===== config.mk =====
export PLATFORM = sky130hd
export DESIGN_NAME = multdiv_controller
export DESIGN_NICKNAME = d
export VERILOG_FILES = /design/src/rtl/multdiv_controller_pkg.sv /design/src/rtl/multdiv_iter_core.sv /design/src/rtl/multdiv_controller.sv
export SDC_FILE = /design/constraint.sdc
export NUM_CORES = 1
export LEC_CHECK = 0
export CORE_MARGIN = 4
export CORE_UTILIZATION = 23
export DETAILED_ROUTE_END_ITERATION = 7
export GPL_TIMING_DRIVEN = 0
export PLACE_DENSITY_LB_ADDON = 0.12
export SLEW_MARGIN = 20
export SYNTH_ARGS = -nofsm -noshare
export SYNTH_HDL_FRONTEND = slang
export SYNTH_SLANG_ARGS = --single-unit
export TNS_END_PERCENT = 5

===== constraint.sdc =====
create_clock -name clock -period 4.8 [get_ports clock]
set_input_delay 0.48 -clock clock [delete_from_list [all_inputs] [get_ports clock]]
set_output_delay 0.48 -clock clock [all_outputs]
set_load 0.01 [all_outputs]

===== src/rtl/multdiv_controller_pkg.sv =====
// Shared constants for the multi-cycle multiply/divide unit: FSM state
// encoding, the ALU opcodes that launch it and the rstatus exception codes.
package multdiv_controller_pkg;

   // FSM state encoding
   localparam logic [1:0] ST_IDLE = 2'd0;
   localparam logic [1:0] ST_RUN  = 2'd1;
   localparam logic [1:0] ST_FIX  = 2'd2;
   localparam logic [1:0] ST_DONE = 2'd3;

   // ALU opcodes decoded into start_mult / start_div
   localparam logic [4:0] OP_MUL = 5'b00110;
   localparam logic [4:0] OP_DIV = 5'b00111;

   // Exception reporting
   localparam logic [4:0] RSTATUS_REG  = 5'd30;
   localparam int         MUL_OVF_CODE = 4;
   localparam int         DIV_OVF_CODE = 5;

endpackage


===== src/rtl/multdiv_iter_core.sv =====
// Unsigned iterative datapath: one shift-add multiply step or one restoring
// divide step per 'step' cycle. A single 2*WIDTH accumulator serves both:
//   multiply: {partial product high, multiplier bits still to consume}
//   divide:   {partial remainder, dividend bits shifting into quotient bits}
// After WIDTH steps 'product' holds a*b and 'quotient' holds a/b.
module multdiv_iter_core #(
   parameter int WIDTH = 32
) (
   input  logic               clock,
   input  logic               reset,
   input  logic               load,
   input  logic               step,
   input  logic               op_div,
   input  logic [WIDTH-1:0]   a_mag,
   input  logic [WIDTH-1:0]   b_mag,
   output logic [2*WIDTH-1:0] product,
   output logic [WIDTH-1:0]   quotient
);

   logic [2*WIDTH-1:0] acc;
   logic [WIDTH-1:0]   divisor;
   logic [WIDTH:0]     mul_sum;
   logic [WIDTH:0]     div_trial;
   logic [WIDTH:0]     div_diff;

   // Combinational step arithmetic for both operations
   always_comb begin
      mul_sum   = {1'b0, acc[2*WIDTH-1:WIDTH]} + (acc[0] ? {1'b0, divisor} : '0);
      div_trial = acc[2*WIDTH-1:WIDTH-1];
      div_diff  = div_trial - {1'b0, divisor};
   end

   // Accumulator and divisor/multiplicand registers
   always_ff @(posedge clock) begin
      if (reset) begin
         acc     <= '0;
         divisor <= '0;
      end else if (load) begin
         acc     <= {{WIDTH{1'b0}}, a_mag};
         divisor <= b_mag;
      end else if (step) begin
         if (op_div) begin
            // A borrow out of the trial subtraction means "restore"
            if (div_diff[WIDTH])
               acc <= {div_trial[WIDTH-1:0], acc[WIDTH-2:0], 1'b0};
            else
               acc <= {div_diff[WIDTH-1:0], acc[WIDTH-2:0], 1'b1};
         end else begin
            acc <= {mul_sum, acc[WIDTH-1:1]};
         end
      end
   end

   assign product  = acc;
   assign quotient = acc[WIDTH-1:0];

endmodule


===== src/rtl/multdiv_controller.sv =====
// Sequencing controller for the multi-cycle signed multiply/divide unit.
// Latches operand magnitudes and result sign on a start pulse, runs the
// unsigned core for WIDTH cycles, applies sign correction and overflow
// detection, then emits a single writeback (result to rd, or an rstatus
// code to RSTATUS_REG). Divide-by-zero skips the iteration entirely.
//
// Handshake: start_mult/start_div are single-cycle requests honoured only in
// IDLE; stall is held from the start cycle through FIX; wb_valid is a
// one-cycle strobe in DONE and carries wb_we/wb_rd/wb_data/exception.
module multdiv_controller
   import multdiv_controller_pkg::*;
#(
   parameter int         WIDTH        = 32,
   parameter logic [4:0] RSTATUS_REG  = multdiv_controller_pkg::RSTATUS_REG,
   parameter int         MUL_OVF_CODE = multdiv_controller_pkg::MUL_OVF_CODE,
   parameter int         DIV_OVF_CODE = multdiv_controller_pkg::DIV_OVF_CODE
) (
   input  logic             clock,
   input  logic             reset,
   input  logic             start_mult,
   input  logic             start_div,
   input  logic [WIDTH-1:0] operand_a,
   input  logic [WIDTH-1:0] operand_b,
   input  logic [4:0]       rd_in,
   output logic             stall,
   output logic             busy,
   output logic             wb_valid,
   output logic             wb_we,
   output logic [4:0]       wb_rd,
   output logic [WIDTH-1:0] wb_data,
   output logic             exception,
   output logic [1:0]       fsm_state
);

   localparam int             CW   = $clog2(WIDTH);
   localparam logic [CW-1:0]  LAST = CW'(WIDTH - 1);

   logic [1:0]         state;
   logic [1:0]         state_next;
   logic [CW-1:0]      count;
   logic               op_div;
   logic               neg_res;
   logic               div_ovf;
   logic [4:0]         rd_q;

   logic               start_any;
   logic               req_div;
   logic               div_zero;
   logic [WIDTH-1:0]   a_mag;
   logic [WIDTH-1:0]   b_mag;
   logic               core_load;
   logic               core_step;
   logic [2*WIDTH-1:0] product;
   logic [WIDTH-1:0]   quotient;

   logic [2*WIDTH-1:0] prod_signed;
   logic [WIDTH-1:0]   quo_signed;
   logic               mul_ovf;
   logic               fix_exc;
   logic [WIDTH-1:0]   fix_data;

   // Request decode and operand magnitudes (multiply wins a double start)
   always_comb begin
      start_any = start_mult | start_div;
      req_div   = start_div & ~start_mult;
      div_zero  = req_div & (operand_b == '0);
      a_mag     = operand_a[WIDTH-1] ? ('0 - operand_a) : operand_a;
      b_mag     = operand_b[WIDTH-1] ? ('0 - operand_b) : operand_b;
      core_load = (state == ST_IDLE) & start_any;
      core_step = (state == ST_RUN);
   end

   multdiv_iter_core #(.WIDTH(WIDTH)) u_core (
      .clock    (clock),
      .reset    (reset),
      .load     (core_load),
      .step     (core_step),
      .op_div   (op_div),
      .a_mag    (a_mag),
      .b_mag    (b_mag),
      .product  (product),
      .quotient (quotient)
   );

   // Sign correction and overflow detection on the finished magnitudes
   always_comb begin
      prod_signed = neg_res ? ('0 - product) : product;
      quo_signed  = neg_res ? ('0 - quotient) : quotient;
      mul_ovf     = prod_signed[2*WIDTH-1:WIDTH] != {WIDTH{prod_signed[WIDTH-1]}};
      fix_exc     = op_div ? div_ovf : mul_ovf;
      fix_data    = op_div ? quo_signed : prod_signed[WIDTH-1:0];
   end

   // Next-state logic
   always_comb begin
      state_next = state;
      case (state)
         ST_IDLE: if (start_any) state_next = div_zero ? ST_DONE : ST_RUN;
         ST_RUN:  if (count == LAST) state_next = ST_FIX;
         ST_FIX:  state_next = ST_DONE;
         ST_DONE: state_next = ST_IDLE;
         default: state_next = ST_IDLE;
      endcase
   end

   // State, operation context and writeback registers
   always_ff @(posedge clock) begin
      if (reset) begin
         state     <= ST_IDLE;
         count     <= '0;
         op_div    <= 1'b0;
         neg_res   <= 1'b0;
         div_ovf   <= 1'b0;
         rd_q      <= '0;
         busy      <= 1'b0;
         wb_valid  <= 1'b0;
         wb_we     <= 1'b0;
         wb_rd     <= '0;
         wb_data   <= '0;
         exception <= 1'b0;
      end else begin
         state     <= state_next;
         busy      <= (state_next == ST_RUN) || (state_next == ST_FIX);
         wb_valid  <= 1'b0;
         wb_we     <= 1'b0;
         exception <= 1'b0;
         case (state)
            ST_IDLE: begin
               if (start_any) begin
                  op_div  <= req_div;
                  neg_res <= operand_a[WIDTH-1] ^ operand_b[WIDTH-1];
                  // The only signed quotient that does not fit: MIN / -1
                  div_ovf <= req_div && (operand_a == {1'b1, {(WIDTH-1){1'b0}}})
                                     && (operand_b == {WIDTH{1'b1}});
                  rd_q    <= rd_in;
                  count   <= '0;
                  if (div_zero) begin
                     wb_valid  <= 1'b1;
                     wb_we     <= 1'b1;
                     exception <= 1'b1;
                     wb_rd     <= RSTATUS_REG;
                     wb_data   <= WIDTH'(DIV_OVF_CODE);
                  end
               end
            end
            ST_RUN: count <= count + 1'b1;
            ST_FIX: begin
               wb_valid <= 1'b1;
               if (fix_exc) begin
                  wb_we     <= 1'b1;
                  exception <= 1'b1;
                  wb_rd     <= RSTATUS_REG;
                  wb_data   <= op_div ? WIDTH'(DIV_OVF_CODE) : WIDTH'(MUL_OVF_CODE);
               end else begin
                  wb_we     <= (rd_q != 5'd0);
                  wb_rd     <= rd_q;
                  wb_data   <= fix_data;
               end
            end
            default: ;
         endcase
      end
   end

   // Stall covers the start cycle and every iterating cycle, but not DONE
   assign stall     = ((state == ST_IDLE) & start_any) | (state == ST_RUN) | (state == ST_FIX);
   assign fsm_state = state;

endmodule


Yosys cells after proc, flatten, opt, wreduce, memory -nomap -nowiden
Cells that the tools add are included.
Storage, ports and cells
  bits in registers: 152
  output and inout port bits: 44
  word-level logic and storage cells: 87
Cells by class
  add/subtract/negate cells: 7
  equality and inequality tests: 11
  multiplexer cells: 33
  bitwise logic cells: 8
  reduce and logical (&&, ||, !) cells: 13
Operators with widths (count)
  2-to-1 mux 32 bit: 10
  2-to-1 mux 64 bit: 3
  subtractor 1 x 32 -> 32 bit (first input constant): 3
  == test 32 bit (second input constant): 2
  one-hot mux 32 bit (2 select lines): 1
  subtractor 1 x 64 -> 64 bit (first input constant): 1
  adder 32 x 32 -> 33 bit: 1
  subtractor 33 x 32 -> 33 bit: 1
  zero test 32 bit: 1
  != test 32 bit: 1
  2-to-1 mux 5 bit: 4
  one-hot mux 5 bit (2 select lines): 2
  one-hot mux 2 bit (4 select lines): 1
  == test 2 bit (second input constant): 3
  2-to-1 mux 1 bit: 6
  2-to-1 mux 2 bit: 3
  one-hot mux 1 bit (2 select lines): 3
  nonzero test 2 bit: 3
  adder 5 x 1 -> 5 bit (second input constant): 1
  == test 5 bit (second input constant): 1
  nonzero test 5 bit: 1
  == test 2 x 1 -> 1 bit (second input constant): 2
  != test 2 bit (second input constant): 2
  AND reduction 2 bit: 2
  other kinds (9): 14

Longest topological paths before layout
  depth after elaboration: 8
  depth in mapped cells: 16
  gate-level depth less buffers: 14

Cells and area by module
Synthesis repeated with hierarchy kept, for this count alone.
Second synthesis, totals
  cell total of the unflattened synthesis: 2017
  area total of the unflattened synthesis: 15145.8 µm²
By module, submodules not included
  multdiv_iter_core: instances 1, cells an instance 1100, area each 8518.2 µm², sequential area each 1921.8 µm²
  multdiv_controller: instances 1, cells an instance 917, area each 6627.6 µm², sequential area each 1121.1 µm²

Least setup slack after synthesis
Ideal clock, no wire load.
  kind: register to register
  from: register u_core.acc[12], in the netlist u_core.product[12]
  to: register wb_rd[0]
  arrival time: 4231 ps
  required time: 4730 ps
  path slack: 499 ps
  stages on the path, launching flop included: 14
  clock period less this slack: 4301 ps
  cell sequence: dfxtp_1 -> or3_4 -> or4_1 -> clkbuf_2 -> or4b_2 -> clkbuf_1 -> o41ai_1 -> xnor2_1 -> nand3_1 -> or4_1 -> a2111oi_4 -> buf_2 -> nand4_1 -> a21oi_1
Between the ends
  longest elaborated chain between the ends: 6
Ends and longest elaborated chain
  start: declaration: line multdiv_iter_core.sv:20  | logic [2*WIDTH-1:0] acc;
  start signal: assignment: line multdiv_iter_core.sv:39  | acc <= {{WIDTH{1'b0}}, a_mag};
  start signal: assignment: line multdiv_iter_core.sv:45  | acc <= {div_trial[WIDTH-1:0], acc[WIDTH-2:0], 1'b0};
  start signal: assignment: line multdiv_iter_core.sv:47  | acc <= {div_diff[WIDTH-1:0], acc[WIDTH-2:0], 1'b1};
  subtractor 1 x 64 -> 64 bit: line multdiv_controller.sv:87  | prod_signed = neg_res ? ('0 - product) : product;
  2-to-1 mux 64 bit: line multdiv_controller.sv:87
  != test 32 bit: line multdiv_controller.sv:89  | mul_ovf = prod_signed[2*WIDTH-1:WIDTH] != {WIDTH{prod_signed[WIDTH-1]}};
  2-to-1 mux 1 bit: line multdiv_controller.sv:90  | fix_exc = op_div ? div_ovf : mul_ovf;
  2-to-1 mux 5 bit: line multdiv_controller.sv:149  | if (fix_exc) begin
  one-hot mux 5 bit (2 select lines): line multdiv_controller.sv:127  | case (state)
  end signal: assignment: line multdiv_controller.sv:156  | wb_rd <= rd_q;
  end: declaration: line multdiv_controller.sv:29  | output logic [4:0] wb_rd,
No other way between the ends.
A chain may end at the register's enable or synchronous reset.

Worst setup path in the final report
  from: register u_core.acc[31], in the netlist u_core.product[31]
  to: register u_core.acc[57], in the netlist u_core.product[57]
Between the ends
  longest elaborated chain between the ends: 3
Ends and longest elaborated chain
  subtractor 33 x 32 -> 33 bit: line multdiv_iter_core.sv:30  | div_diff = div_trial - {1'b0, divisor};
  2-to-1 mux 64 bit: line multdiv_iter_core.sv:44  | if (div_diff[WIDTH])
  2-to-1 mux 64 bit: line multdiv_iter_core.sv:42  | if (op_div) begin
No other way between the ends.

==> flow_metrics.tcl <==
set metrics [dict create \
    switching_share_pct 40.82 \
    drtIter0Drc 1082 \
    fin_crit_sh_pct 100.0 \
    ys_seq_area_share_pct 22.85 \
    ant_nets 0 \
    slowest_stage "clkbuf_1" \
    dp_hpwl_mm 46.94 \
    hold_class "reg -> reg" \
    wire_per_inst_um 21.96 \
    rsz0062_at_grt "yes" \
    p_per_area_nw_per_um2 279.9 \
    finalWirelength_mm 59.00 \
    first_pass_iters 5 \
    path_clk_slew_ns 0.06 \
    fp-row-count 87 \
    synth_area_per_cell_um2 7.488 \
    die_h_um 248.6 \
    seqPwrFrac_pct 32.5 \
    violations "setup timing" \
    netSwitchingPower_mw 1.833 \
    ios 117 \
    max-cap-violations 0 \
    clock_skew_ns 0.01398 \
    synth-edff-count 0 \
    grt_antenna_before_repair 0 \
    cp_common_cell "o21ai_0" \
    instances_no_fill 2687 \
    cts.sinks 152 \
    slew_viol_final 0 \
    status "finished with violations" \
    numCtsBuffers 17 \
    nets 2064 \
    routed-via-count 14200 \
    setup_viol_count_final 1 \
    cts_hold_buffers 0 \
    yosysWarningCount 0 \
    power.total_mw 4.492 \
    worst_pin_slew_ns 1.144 \
    htreeDepth 4 \
    grt_max_degree 17 \
    clkLatencyLatePin_ns 0.49 \
    crit_type "reg -> reg" \
    placedInstanceArea_um2 15420 \
    drive_above_1_share_pct 4.609 \
    detail_route.vias_per_cell 5.286 \
    coreArea_um2 56820 \
    syn_area_um2 13310 \
    grt_pass1_vias 13770 \
    cp_data_required_time_ns 5.14 \
    synth_ff_type "dfxtp_1" \
    synth.distinct_cells 74 \
    cpPeakStageDelay_ns 0.44 \
    die_x_um 248.6 \
    die_area_um2 61800 \
    grt_usage_pct 18.43 \
    power_report.internal_total_mw 2.658 \
    end_kind "flip-flop" \
    ir_worst_vdd_mv 0.1640 \
    startpoint_type "flip-flop" \
    initial_core_util_pct 23.43 \
    final_cell_area_um2 16050 \
    crit_chain "clkbuf_1 -> inv_1 -> ha_1 -> fa_1 -> nor2b_1 -> o31a_1 -> o221a_2 -> o2111ai_1 -> a31oi_1 -> a211oi_1 -> xnor2_2 -> buf_4 -> clkbuf_4 -> clkbuf_2 -> o21ai_0 -> o21ai_0 -> o22ai_1" \
    clock_power_share_pct 29.3 \
    grt_pass1_wl_mm 88.00 \
    async_reset_ff_share_pct 0 \
    gp_congestion 0.8483 \
    syn2layout_area_growth_pct 20.52 \
    synth_cells 1778 \
    relSlewSlack_pct 23.01 \
    cp_max_fo 10 \
    synth_nets 1924 \
    diodes 0 \
    hold_viol 0 \
    dp.cells 2649 \
    max_freq_ghz 0.2083 \
    leakage_nw 5.735 \
    ys_ff_latch 152 \
    clock-root-buffer "clkbuf_16" \
    grt.overflow.total 0 \
    io_buffer_count 115 \
    period_needed_ns 4.801 \
    worstPathArrival_ns 5.14 \
    tritoncts "built" \
    worst_slack_ns -0.001010 \
    n_fill_cell 6324 \
    clock_path_buffers 2 \
    power_frac_comb_pct 38.2 \
    drc_errors 0 \
]
[logic make-up (layout without fill, tap and decap cells)]
family / Yosys count / count (layout) / share of synthesized area (%)
XOR/XNOR: 162 / 162 / 10.66
flip-flops: 152 / 152 / 22.86
AND/OR/NAND/NOR: 561 / 561 / 20.77
multiplexers: 57 / 57 / 4.351
adder cells (fa/ha/maj): 73 / 73 / 6.973
AO/OA/AOI/OAI: 584 / 584 / 28.73
buffers and inverters: 189 / 342 / 5.667
[routing by layer]
layer  GRT usage [%]  part of all wire (%)
met1           25.01                    47
met2           29.96                    46
met3           3.114                   4.6
met4           5.690                   2.4
met5               0                     0
[power by group through the flow]
stage               clock network (mW)  registers, mW  logic (mW)
floorplan                            0           1.43        1.13
global placement                     0           1.48        1.67
detailed placement                   0           1.49        1.67
CTS                               1.36           1.46        1.70
global route                      1.40           1.47        1.88
finish                            1.32           1.46        1.71
[worst paths after layout]
path,from,end,cells after the start,slack (ns)
hold reg to reg,rd_q[2]$_SDFFE_PP0P_,rd_q[2]$_SDFFE_PP0P_,2,0.46
setup reg to reg,u_core.product[31]$_SDFFE_PP0P_,u_core.product[57]$_SDFFE_PP0P_,17,-0.001
hold / removal,rd_q[2]$_SDFFE_PP0P_,rd_q[2]$_SDFFE_PP0P_,2,0.46
setup / recovery,u_core.product[31]$_SDFFE_PP0P_,u_core.product[57]$_SDFFE_PP0P_,17,-0.001
[critical path: cells and delay by family (launching register included)]
family                   cells  cell delay [ns]
XOR/XNOR                     1             0.21
buffers and inverters        5             1.51
AND/OR/NAND/NOR              1             0.17
adder cells (fa/ha/maj)      2             0.69
flip-flops                   1             0.31
AO/OA/AOI/OAI                8             1.75
[Yosys cell counts (56+ instances only)]
cell type	count	area (um^2)
nand2_1	128	480.5
ha_1	71	888.4
nor2_1	169	634.4
inv_1	71	266.5
a211oi_1	59	442.9
clkbuf_1	97	364.1
xor2_1	80	700.7
xnor2_1	82	718.2
nand4_1	56	350.3
dfxtp_1	152	3043
o21ai_0	122	610.6
a21oi_1	162	810.8
[flip-flops by register name, indices dropped and copies added, names as in the netlist]
signal / count
div_ovf: 1
u_core.divisor: 32
count: 5
wb_we: 1
wb_rd: 5
wb_data: 32
u_core.product: 64
fsm_state: 2
op_div: 1
neg_res: 1
rd_q: 5
wb_valid: 1
exception: 1
busy: 1
[metrics by stage]
step	worst slack, ns	utilization [%]	hold WS [ns]	TNS, ns
2_1_floorplan	0.4990	-	0.4287	0
3_3_place_gp	-0.9614	27.12	0.4493	-40.80
3_5_place_dp	-1.009	27.14	0.4510	-39.92
4_1_cts	0.02855	28.22	0.4605	0
5_1_grt	-0.1711	28.24	0.4820	-2.378
6_report	-0.001010	28.24	0.4588	-0.001010
[what timing repair did]
item | 4_1_cts | 5_1_grt
setup buffers | 7 | 0
pin swaps | 3 | 0
setup endpoints to repair | 70 | 52
resized for setup | 10 | 5
[layout by cell type (no fill, tap or decap), drive strengths merged, types with 24 or more instances in the layout]
| cell type | netlist | routed |
|---|---|---|
| or3 | 24 | 24 |
| nand2 | 128 | 128 |
| mux2i | 50 | 50 |
| nand3 | 38 | 38 |
| o41ai | 27 | 27 |
| nand4 | 56 | 56 |
| buf | 20 | 27 |
| o31ai | 42 | 42 |
| o21ai | 124 | 124 |
| nor3 | 36 | 36 |
| a21oi | 162 | 162 |
| nor2 | 169 | 169 |
| ha | 71 | 71 |
| a22oi | 35 | 35 |
| clkdlybuf4s50 | 0 | 115 |
| clkbuf | 98 | 120 |
| xnor2 | 82 | 82 |
| a211oi | 59 | 59 |
| dfxtp | 152 | 152 |
| inv | 71 | 74 |
| xor2 | 80 | 80 |
[area by class of cell]
class / instances / area, um^2 / area share, %
Multi-Input combinational cell: 1437 / 9557 / 59.56
Clock buffer: 23 / 467.9 / 2.916
Buffer: 117 / 496.7 / 3.096
Clock inverter: 9 / 66.31 / 0.4133
Inverter: 71 / 266.5 / 1.661
Timing Repair Buffer: 122 / 1204 / 7.501
Tap cell: 756 / 945.9 / 5.895
Sequential cell: 152 / 3043 / 18.96
Power figures use the tool's default switching activity.
